===== src/rtl/bitwise_logic_pipe.sv =====
// Pipelined bitwise logic unit: eight selectable two-operand ops with zero/negative flags,
// carried through STAGES bubble-collapsing ready/valid register stages.
module bitwise_logic_pipe #(
    parameter int WIDTH  = 16,
    parameter int STAGES = 2
) (
    input  logic             clk,
    input  logic             rst_n,
    input  logic             in_valid,
    output logic             in_ready,
    input  logic [WIDTH-1:0] in_a,
    input  logic [WIDTH-1:0] in_b,
    input  logic [2:0]       in_op,
    output logic             out_valid,
    input  logic             out_ready,
    output logic [WIDTH-1:0] out_y,
    output logic             out_zero,
    output logic             out_neg
);

    // Handshake: a transfer happens on a rising edge where valid & ready are both high;
    // a producer holding valid keeps its data stable until that edge, and ready never
    // depends combinationally on valid.
    logic [WIDTH-1:0] res_d;
    logic [STAGES:1]  valid_q;
    logic [STAGES:1]  zero_q;
    logic [STAGES:1]  neg_q;
    logic [WIDTH-1:0] y_q [1:STAGES];
    logic [STAGES:1]  adv;

    always_comb begin
        res_d = in_a;
        case (in_op)
            3'b000:  res_d = ~in_a;
            3'b001:  res_d = in_a & in_b;
            3'b010:  res_d = in_a | in_b;
            3'b011:  res_d = in_a ^ in_b;
            3'b100:  res_d = ~(in_a & in_b);
            3'b101:  res_d = ~(in_a | in_b);
            3'b110:  res_d = ~(in_a ^ in_b);
            default: res_d = in_a;
        endcase
    end

    // A stage may move when the stage after it moves or when it is holding a bubble.
    always_comb begin : adv_chain
        logic run;
        adv = '0;
        run = out_ready | ~valid_q[STAGES];
        adv[STAGES] = run;
        for (int k = STAGES - 1; k >= 1; k--) begin
            run    = run | ~valid_q[k];
            adv[k] = run;
        end
    end

    assign in_ready = adv[1] & rst_n;

    always_ff @(posedge clk or negedge rst_n) begin
        if (!rst_n) begin
            valid_q <= '0;
            zero_q  <= '0;
            neg_q   <= '0;
            for (int k = 1; k <= STAGES; k++) begin
                y_q[k] <= '0;
            end
        end else begin
            if (adv[1]) begin
                valid_q[1] <= in_valid;
                if (in_valid) begin
                    y_q[1]    <= res_d;
                    zero_q[1] <= ~|res_d;
                    neg_q[1]  <= res_d[WIDTH-1];
                end
            end
            // Payloads only move with real data, so bubbles never disturb held values.
            for (int k = 2; k <= STAGES; k++) begin
                if (adv[k]) begin
                    valid_q[k] <= valid_q[k-1];
                    if (valid_q[k-1]) begin
                        y_q[k]    <= y_q[k-1];
                        zero_q[k] <= zero_q[k-1];
                        neg_q[k]  <= neg_q[k-1];
                    end
                end
            end
        end
    end

    assign out_valid = valid_q[STAGES];
    assign out_y     = y_q[STAGES];
    assign out_zero  = zero_q[STAGES];
    assign out_neg   = neg_q[STAGES];

endmodule


===== config.mk =====
export PLATFORM = sky130hd
export DESIGN_NAME = bitwise_logic_pipe
export DESIGN_NICKNAME = d
export VERILOG_FILES = /design/src/rtl/bitwise_logic_pipe.sv
export SDC_FILE = /design/constraint.sdc
export NUM_CORES = 1
export LEC_CHECK = 0
export ABC_CLOCK_PERIOD_IN_PS = 1960
export CORE_UTILIZATION = 54
export DETAILED_ROUTE_END_ITERATION = 10
export PLACE_DENSITY = 0.82
export RECOVER_POWER = 100
export REMOVE_ABC_BUFFERS = 1
export SYNTH_ARGS = -nofsm -noshare
export SYNTH_HDL_FRONTEND = slang
export SYNTH_SLANG_ARGS = --single-unit
export TNS_END_PERCENT = 1

===== constraint.sdc =====
create_clock -name clk -period 1.96 [get_ports clk]
set_clock_uncertainty 0.1 [all_clocks]
set_input_delay 0.49 -clock clk [delete_from_list [all_inputs] [get_ports clk]]
set_output_delay 0.49 -clock clk [all_outputs]
set_load 0.005 [all_outputs]

==> metrics.yaml, run 1 <==
grt-busiest-layer: "met2"
numCtsBuffers: 5
multi_input_area_mm2: 0.002401
ir_drop_v: 0.0006659
holdCritPathClass: "reg2reg"
grt_pass1_wl_um: 16250
slew_viol_final: 0
critPathKind: "in2reg"
vias: 3540
row_count: 27
synth_cell_types: 51
grt_util_met1: 0.3817
coreArea_mm2: 0.005675
layout.nets: 532
ios: 59
io_buffers: 58
layout_min_cycle_time_ns: 2.107
grt-ovfl-total: 0
worstPathRequired_ns: 2.09
setup_viol: 4
routedWlPerCell_um: 23.42
track_usage: 0.3332
ys_seq_area_frac: 0.2754
dieArea_mm2: 0.006372
status: "finished, violations left"
clk_latency_ns: 0.30
worst_slew_pin_slew_ns: 0.8902
clkTransAtPathRegs_ns: 0.08
synthTopCellsByCount: "dfrtp_1, inv_1, ha_1, mux2_2, buf_4"
place.gp.congestion: 0.8511
power_density_mw_per_mm2: 628.4
cts_tree: "yes"
totalWireLength_um: 12510
crit_path_max_fanout: 2
hpwl_um: 5754
synthCells: 347
drive_above_1_share: 0.5130
syn_area_mm2: 0.003271
arrival_ns: 2.24
die-height_um: 79.83
setup_ws_ns: -0.1466
filler_cell_count: 248
fin_crit_sh: 1.075
syn2layout_area_growth_pct: 49.58
synth_flop_cell: "dfrtp_1"
rsz0062_at_grt: "yes"
drtIter0Drc: 340
dp_slack_ns: -0.7602
synth_edf_count: 0
yosysWarnings: 0
synth.ff_latch_count: 36
antennaDiodeCount: 0
whs_ns: 0.4170
slew_headroom: 0.4066
vias_per_cell: 6.629
drt_pass1_iterations: 5
drv_cap: 0
violations: "setup timing"
cts_buffer_depth: 2
leakage_nw: 2.197
reg2reg_slack_ns: -0.05
root_buffer: "clkbuf_8"
finalHoldViolations: 0
syn_area_per_cell_um2: 9.425
drcViolationCount: 0
seq_area_um2: 900.9
crit_path_end_kind: "register"
cts_max_level: 2
first_global_vias: 3228
grtUsageMet3: 0.04571
fmax_mhz: 474.7
ant_nets: 0
synth_top_cell_by_area: "dfrtp_1"
grt_max_degree: 37
synth_top_area_frac: 0.2754
startpoint_type: "primary input"
initial_utilization: 0.5763
antenna_found_initial: 0
ys_top_cells_by_area: "dfrtp_1, ha_1, mux2_2"
chipWidth_um: 79.83
async_flop_share: 1.000
grt.met2_usage: 0.6051
clock_sinks: 36
cells in the final DEF, fill, tap and decap left out, types with 4 or more instances in the layout:
cell type	instances
clkdlybuf4s50_1	21
dlygate4sd2_1	8
clkbuf_8	5
ha_1	13
a22oi_2	6
clkdlybuf4s15_1	6
o211ai_1	4
ha_4	15
o311ai_1	6
nand2_1	16
nor2_1	14
inv_1	14
inv_2	20
ha_2	4
a21oi_2	5
buf_6	11
buf_4	71
clkbuf_2	15
a221oi_4	4
a22oi_1	4
o21ai_0	7
nand2b_1	12
nand3_1	5
nor2b_1	10
mux2_2	26
mux2_4	6
mux2i_1	7
dfrtp_1	36
power by group:
part	switching, mW	internal (mW)	total, mW
registers	0.119	0.917	1.04
logic	0.601	0.753	1.35
clock network	0.308	0.377	0.685
per-layer routing:
| metal | wire length [µm] | share of wire |
|---|---|---|
| met1 | 4409 | 0.35 |
| met2 | 6035 | 0.48 |
| met3 | 1125 | 0.090 |
| met4 | 934 | 0.075 |
| met5 | 0 | 0 |
stage by stage:
step                instances  utilization  total power, mW  setup TNS [ns]  instance area [µm²]
floorplan                 310            -            1.444        -0.06433                 2992
global placement          500       0.7326            2.004          -7.874                 4158
detailed placement        500       0.7326            2.062          -8.783                 4158
CTS                       521       0.8214            2.828               0                 4662
global route              534       0.8620            3.177         -0.3128                 4892
finish                    534       0.8620            3.074         -0.2293                 4892
cells by family after synthesis:
family / after synthesis / synth area share
compound gates: 73 / 0.1695
fa+ha+maj: 32 / 0.1224
buf+inv: 74 / 0.1278
flops: 36 / 0.2754
mux: 43 / 0.1542
simple gates: 89 / 0.1507
sequential cells by signal, indices dropped and copies added, names as in the netlist:
register  count
zero_q        2
neg_q         2
out_y        15
y_q          15
valid_q       2
critical path: stages:
cell,delay [ns]
clkdlybuf4s15_1,0.25
inv_1,0.09
ha_1,0.31
mux2i_2,0.20
a221o_1,0.19
a22oi_1,0.12
nor4_2,0.25
nand4b_1,0.17
o21ai_2,0.17
worst paths after layout:
kind | startpoint | end | cells after the start
hold reg to reg | out_y[13] | out_y[13] | 1
min in group asynchronous | rst_n | out_y[10] | 2
setup / recovery | in_b[15] | zero_q[1] | 9
setup reg to reg | valid_q[1] | zero_q[1] | 8
hold / removal | out_y[13] | out_y[13] | 1
max in group asynchronous | rst_n | y_q[16] | 2
area by class of cell:
type,instances,area share
Timing Repair Buffer,144,0.2540
Tap cell,72,0.01841
Multi-Input combinational cell,237,0.4908
Clock buffer,5,0.01407
Sequential cell,36,0.1841
Inverter,37,0.02992
Clock inverter,3,0.008696
timing repair:
item                       in CTS  in global routing
cloned                          1                  1
pin swaps                      40                 39
setup buffers                  12                 14
resized for setup             127                 90
hold buffers                    0                  0
setup endpoints to repair      16                 16
No activity file was read; power rests on OpenSTA's default activity.
==> run 2: changes to the inputs <==
- CORE_MARGIN: not set -> 2
==> run 2 against run 1 <==
Effect of this change:
- the run still ends with setup timing left
- critical path type unchanged
- largest power group unchanged
- total power shrank 6.5%
- clock power fell by 19%
- highest routed layer unchanged
- utilization is 2.4 points lower
- via count shrank 2.9%
- wire length is 7.0% lower
- global-route usage fell by 3.9 points
- final cell count increased by 0.19%
==> metrics.yaml, run 2 (synthesized netlist as in run 1, its figures left out) <==
initial_utilization: 0.5557  # was 0.5763
clk_latency_ns: 0.29  # was 0.30 ns
arrival_ns: 2.15  # was 2.24 ns
slew_viol_final: 0  # unchanged
final_cell_mix: "buf_4, dfrtp_1, mux2_2, dlygate4sd3_1, dlygate4sd2_1"  # was buf_4, dfrtp_1, mux2_2, clkdlybuf4s50_1, inv_2
grt-ovfl-total: 0  # unchanged
whs_ns: 0.4065  # was 0.4170 ns
swShare: 0.3314  # was 0.3344
antenna_found_initial: 0  # unchanged
worstPathRequired_ns: 2.05  # was 2.09 ns
hp-start: "out_y[0]"  # was out_y[13]
root_buffer: "clkbuf_8"  # unchanged
power_density_mw_per_mm2: 582.3  # was 628.4 mW/mm²
drcViolationCount: 0  # unchanged
whs_path_depth: 1  # unchanged
drt_pass1_iterations: 7  # was 5
rsz0062_at_grt: "yes"  # unchanged
chipWidth_um: 81.83  # was 79.83 µm
vias: 3436  # was 3540
grt_pass1_wl_um: 15100  # was 16250 µm
dp_slack_ns: -0.7451  # was -0.7602 ns
comb_power_share: 0.452  # was 0.440
ant_nets: 0  # unchanged
antennaDiodeCount: 0  # unchanged
timing.rr.end: "out_y[3]"  # was zero_q[1]
drive_above_1_share: 0.4696  # was 0.5130
status: "finished, violations left"  # unchanged
drv_cap: 0  # unchanged
hold_end: "out_y[0]"  # was out_y[13]
reg2reg_slack_ns: 0.12  # was -0.05 ns
place_area_mm2: 0.004214  # was 0.004158 mm²
layout_min_cycle_time_ns: 2.060  # was 2.107 ns
violations: "setup timing"  # unchanged
place.gp.congestion: 0.8413  # was 0.8511
setup_ws_ns: -0.1004  # was -0.1466 ns
fin_crit_sh: 1.051  # was 1.075
vias_per_cell: 6.422  # was 6.629
pwr-share-clk: 0.193  # was 0.223
die-height_um: 81.83  # was 79.83 µm
cts_tree: "yes"  # unchanged
clock_sinks: 36  # unchanged
routedWlPerCell_um: 21.74  # was 23.42 µm
cts_hold_buf: 0  # unchanged
r2r_cells: 4  # was 8
first_global_vias: 3132  # was 3228
leakage_nw: 2.236  # was 2.197 nW
coreArea_mm2: 0.005886  # was 0.005675 mm²
intPower_mw: 1.921  # was 2.046 mW
slew_headroom: 0.4218  # was 0.4066
layout.nets: 530  # was 532
drtIter0Drc: 306  # was 340
switchingPower_mw: 0.9525  # was 1.028 mW
crit_path_end_kind: "register"  # unchanged
ir_drop_v: 0.0007290  # was 0.0006659 V
track_usage: 0.2946  # was 0.3332
cts_buffer_depth: 2  # unchanged
grt_max_degree: 37  # unchanged
ios: 59  # unchanged
finalHoldViolations: 0  # unchanged
dieArea_mm2: 0.006695  # was 0.006372 mm²
setup_viol: 6  # was 4
fmax_mhz: 485.3  # was 474.7 MHz
final_common_cell: "buf_4"  # unchanged
hpwl_um: 5821  # was 5754 µm
worst_slew_pin_slew_ns: 0.8673  # was 0.8902 ns
io_buffers: 58  # unchanged
p_seq_frac: 0.355  # was 0.337
regToRegStartpoint: "valid_q[2]"  # was valid_q[1]
clkTransAtPathRegs_ns: 0.07  # was 0.08 ns
holdCritPathClass: "reg2reg"  # unchanged
crit_path_max_fanout: 2  # unchanged
syn2layout_area_growth_pct: 50.88  # was 49.58%
numCtsBuffers: 5  # unchanged
finish.instance_area_mm2: 0.004935  # was 0.004892 mm²
cts_max_level: 2  # unchanged
row_count: 28  # was 27
startpoint_type: "primary input"  # unchanged
critPathKind: "in2reg"  # unchanged
totalWireLength_um: 11630  # was 12510 µm
[run 2: repair_timing]
action / 4_1_cts / 5_1_grt
buffers inserted: 11 / 9
setup endpoints to repair: 17 / 11
resized for setup: 113 / 61
pin swaps: 43 / 27
cloned: 2 / 0
[run 2: through the flow]
| stage | total power, mW | TNS (ns) | utilization | std cells |
|---|---|---|---|---|
| after floorplan | 1.444 | -0.06433 | - | 310 |
| after global placement | 2.017 | -7.754 | 0.7160 | 505 |
| after detailed placement | 2.078 | -8.692 | 0.7160 | 505 |
| after CTS | 2.721 | -0.02870 | 0.7959 | 526 |
| after global routing | 2.995 | -0.3831 | 0.8384 | 535 |
| final | 2.874 | -0.2052 | 0.8384 | 535 |
[run 2: power by group through the flow]
stage,logic (mW),registers (mW),clock network (mW)
2_1_floorplan,0.432,1.01,0
3_3_place_gp,1.01,1.01,0
3_5_place_dp,1.05,1.03,0
4_1_cts,1.16,1.01,0.548
5_1_grt,1.37,1.04,0.588
6_report,1.30,1.02,0.556
[run 2: area by class of cell]
type / instances / area [µm²]
multi-input combinational: 237 / 2401
timing repair buffer: 142 / 1308
fill: 269 / 950.9
sequential: 36 / 900.9
inverter: 37 / 141.4
tap: 75 / 93.84
clock buffer: 8 / 90.09
[run 2: worst max-delay path, cell delays in order]
cell	delay (ns)
clkdlybuf4s15_1	0.25
inv_1	0.15
ha_4	0.21
mux2i_2	0.23
o221ai_1	0.23
a22oi_2	0.33
nor4_4	0.06
nand4b_1	0.11
o21ai_1	0.08
[run 2: routing by layer]
layer  up-vias  global-route usage  part of all wire
met3        94             0.04615             0.081
met2       255              0.4902              0.48
met1      1641              0.3610              0.37
met5         -                   0                 0
li1       1446                   -                 -
met4         0              0.1683             0.070
[run 2: how the worst max path moves through the flow]
stage                  start   endpoint  depth (start not counted)
finish              in_b[15]  zero_q[1]                          9
global route        in_a[15]  zero_q[1]                          9
CTS                 in_a[14]  zero_q[1]                          9
detailed placement  in_a[10]  zero_q[1]                          9
global placement     in_a[4]  zero_q[1]                          9
floorplan           in_a[12]  zero_q[1]                          8
==> run 3: changes to the inputs <==
- RECOVER_POWER: 100 -> not set
==> run 3 against run 2 <==
Effect of this change:
- the run ends with DRC, setup timing left
- fmax up 1.4%
- clock-buffer cell count unchanged
- non-clock buffer count unchanged
- utilization up 0.17 points
- register-to-register slack better by 0.14 ns
- global-route usage unchanged
- total power up 1.9%
- sequential power about the same
- die area unchanged
- critical path depth unchanged
- critical endpoint unchanged
==> metrics.yaml, run 3 (synthesized netlist as in run 1, its figures left out) <==
rsz0062_at_grt: "yes"  # unchanged
ir_drop_v: 0.0007459  # was 0.0007290 V
drcViolationCount: 1  # was 0
whs_ns: 0.4113  # was 0.4065 ns
critPathKind: "in2reg"  # unchanged
finalHoldViolations: 0  # unchanged
dp_slack_ns: -0.7451  # unchanged
crit_path_max_fanout: 2  # unchanged
holdCritPathClass: "reg2reg"  # unchanged
numCtsBuffers: 5  # unchanged
highest_layer: "met4"  # unchanged
fmax_mhz: 492.2  # was 485.3 MHz
startpoint_type: "primary input"  # unchanged
wl_met1_um: 4215  # was 4249 µm
dpl.cell_count: 505  # unchanged
first_global_vias: 3132  # unchanged
dieArea_mm2: 0.006695  # unchanged
cts_tree: "yes"  # unchanged
final_core_util: 0.8401  # was 0.8384
grt_pass1_wl_um: 15100  # unchanged
setup_ws_ns: -0.07190  # was -0.1004 ns
leakage_nw: 2.222  # was 2.236 nW
cts_max_level: 2  # unchanged
clk_latency_ns: 0.30  # was 0.29 ns
filler_cell_count: 266  # was 269
fin_crit_sh: 1.037  # was 1.051
routedWlPerCell_um: 21.74  # about the same
syn2layout_area_growth_pct: 51.19  # was 50.88%
drtIter0Drc: 312  # was 306
die-height_um: 81.83  # unchanged
clock_sinks: 36  # unchanged
hpwl_um: 5821  # unchanged
initial_utilization: 0.5557  # unchanged
worst_slew_pin_slew_ns: 0.4701  # was 0.8673 ns
critPathMaxStageDelay_ns: 0.26  # was 0.33 ns
setup_viol: 5  # was 6
final_cell_mix: "buf_4, dfrtp_1, mux2_2, clkdlybuf4s50_1, dlygate4sd2_1"  # was buf_4, dfrtp_1, mux2_2, dlygate4sd3_1, dlygate4sd2_1
place_area_mm2: 0.004214  # unchanged
ios: 59  # unchanged
slew_headroom: 0.6837  # was 0.4218
clkTransAtPathRegs_ns: 0.07  # about the same
layout.nets: 530  # unchanged
ant_nets: 0  # unchanged
antenna_found_initial: 0  # unchanged
coreArea_mm2: 0.005886  # unchanged
met3_length_um: 951  # was 937 µm
cts_buffer_depth: 2  # unchanged
track_usage: 0.2946  # unchanged
final_common_cell: "buf_4"  # unchanged
worstPathRequired_ns: 2.09  # was 2.05 ns
fin_setup_tns_ns: -0.2115  # was -0.2052 ns
power.total_mw: 2.929  # was 2.874 mW
drv_cap: 0  # unchanged
stdcell_count: 535  # unchanged
io_buffers: 58  # unchanged
row_count: 28  # unchanged
grt_max_degree: 37  # unchanged
violations: "DRC, setup timing"  # was setup timing
vias: 3385  # was 3436
power_density_mw_per_mm2: 592.4  # was 582.3 mW/mm²
chipWidth_um: 81.83  # unchanged
place.gp.congestion: 0.8413  # unchanged
arrival_ns: 2.16  # was 2.15 ns
totalWireLength_um: 11630  # about the same
layout_min_cycle_time_ns: 2.032  # was 2.060 ns
root_buffer: "clkbuf_8"  # unchanged
cp_slowest_cell: "clkdlybuf4s15_1"  # was a22oi_2
crit_path_end_kind: "register"  # unchanged
drive_above_1_share: 0.4739  # was 0.4696
wl_met2_um: 5672  # was 5633 µm
crit_chain: "clkdlybuf4s15_1 > inv_1 > ha_4 > mux2i_2 > a221o_1 > a22oi_2 > nor4_4 > nand4b_1 > o21ai_1"  # was clkdlybuf4s15_1 > inv_1 > ha_4 > mux2i_2 > o221ai_1 > a22oi_2 > nor4_4 > nand4b_1 > o21ai_1
antennaDiodeCount: 0  # unchanged
vias_per_cell: 6.327  # was 6.422
grt-ovfl-total: 0  # unchanged
slew_viol_final: 0  # unchanged
status: "finished, violations left"  # unchanged
drt_pass1_iterations: 9  # was 7
finish.instance_area_mm2: 0.004945  # was 0.004935 mm²
[run 3: changes by cell type in the layout (fill, tap and decap cells not counted)]
cell and change:
clkdlybuf4s50_1 +21, dlygate4sd3_1 -21, buf_12 +1, buf_4 +1, clkbuf_2 -1, dlymetal6s2s_1 -1, mux2_1 -1, mux2_2 +1
[run 3: metal layers]
metal	up-vias	GRT usage
met4	0	0.1683
met1	1605	0.3610
met3	94	0.04615
met5	-	0
met2	238	0.4902
li1	1448	-
[run 3: path summary, 6_finish.rpt]
| check | startpoint | end | slack (ns) | cells past startpoint |
|---|---|---|---|---|
| max | in_b[15] | zero_q[1] | -0.07 | 9 |
| min | zero_q[1] | zero_q[1] | 0.41 | 2 |
| max reg2reg | valid_q[1] | zero_q[1] | 0.26 | 7 |
| min reg2reg | zero_q[1] | zero_q[1] | 0.41 | 2 |
| max in group asynchronous | rst_n | y_q[21] | 0.90 | 2 |
| min in group asynchronous | rst_n | out_y[3] | 0.55 | 2 |
[run 3: power breakdown]
part / internal (mW) / total (mW) / leakage [nW] / switching [mW]
registers: 0.917 / 1.02 / 0.430 / 0.107
clock network: 0.287 / 0.554 / 0.0455 / 0.268
logic: 0.768 / 1.35 / 1.75 / 0.582
[run 3: critical path, delay by kind of cell]
kind | cells | cell delay (ns)
AO/OA/AOI/OAI | 3 | 0.51
adder cells (fa/ha/maj) | 1 | 0.21
buffers and inverters | 2 | 0.41
multiplexers | 1 | 0.22
AND/OR/NAND/NOR | 2 | 0.31
[run 3: what timing repair did]
| item | 4_1_cts | 5_1_grt |
|---|---|---|
| gates resized for setup | 113 | 61 |
| gates cloned | 2 | 0 |
| pin swaps | 43 | 27 |
| setup endpoints to repair | 17 | 11 |
| buffers inserted | 11 | 9 |
| hold buffers | 0 | 0 |
[run 3: area by class of cell]
type	count	area, µm²	area share
repair buffers	142	1318	0.2664
multi-input cells	237	2401	0.4856
well taps	75	93.84	0.01898
flip-flops and latches	36	900.9	0.1822
inverters	37	141.4	0.02859
clock buffers	8	90.09	0.01822
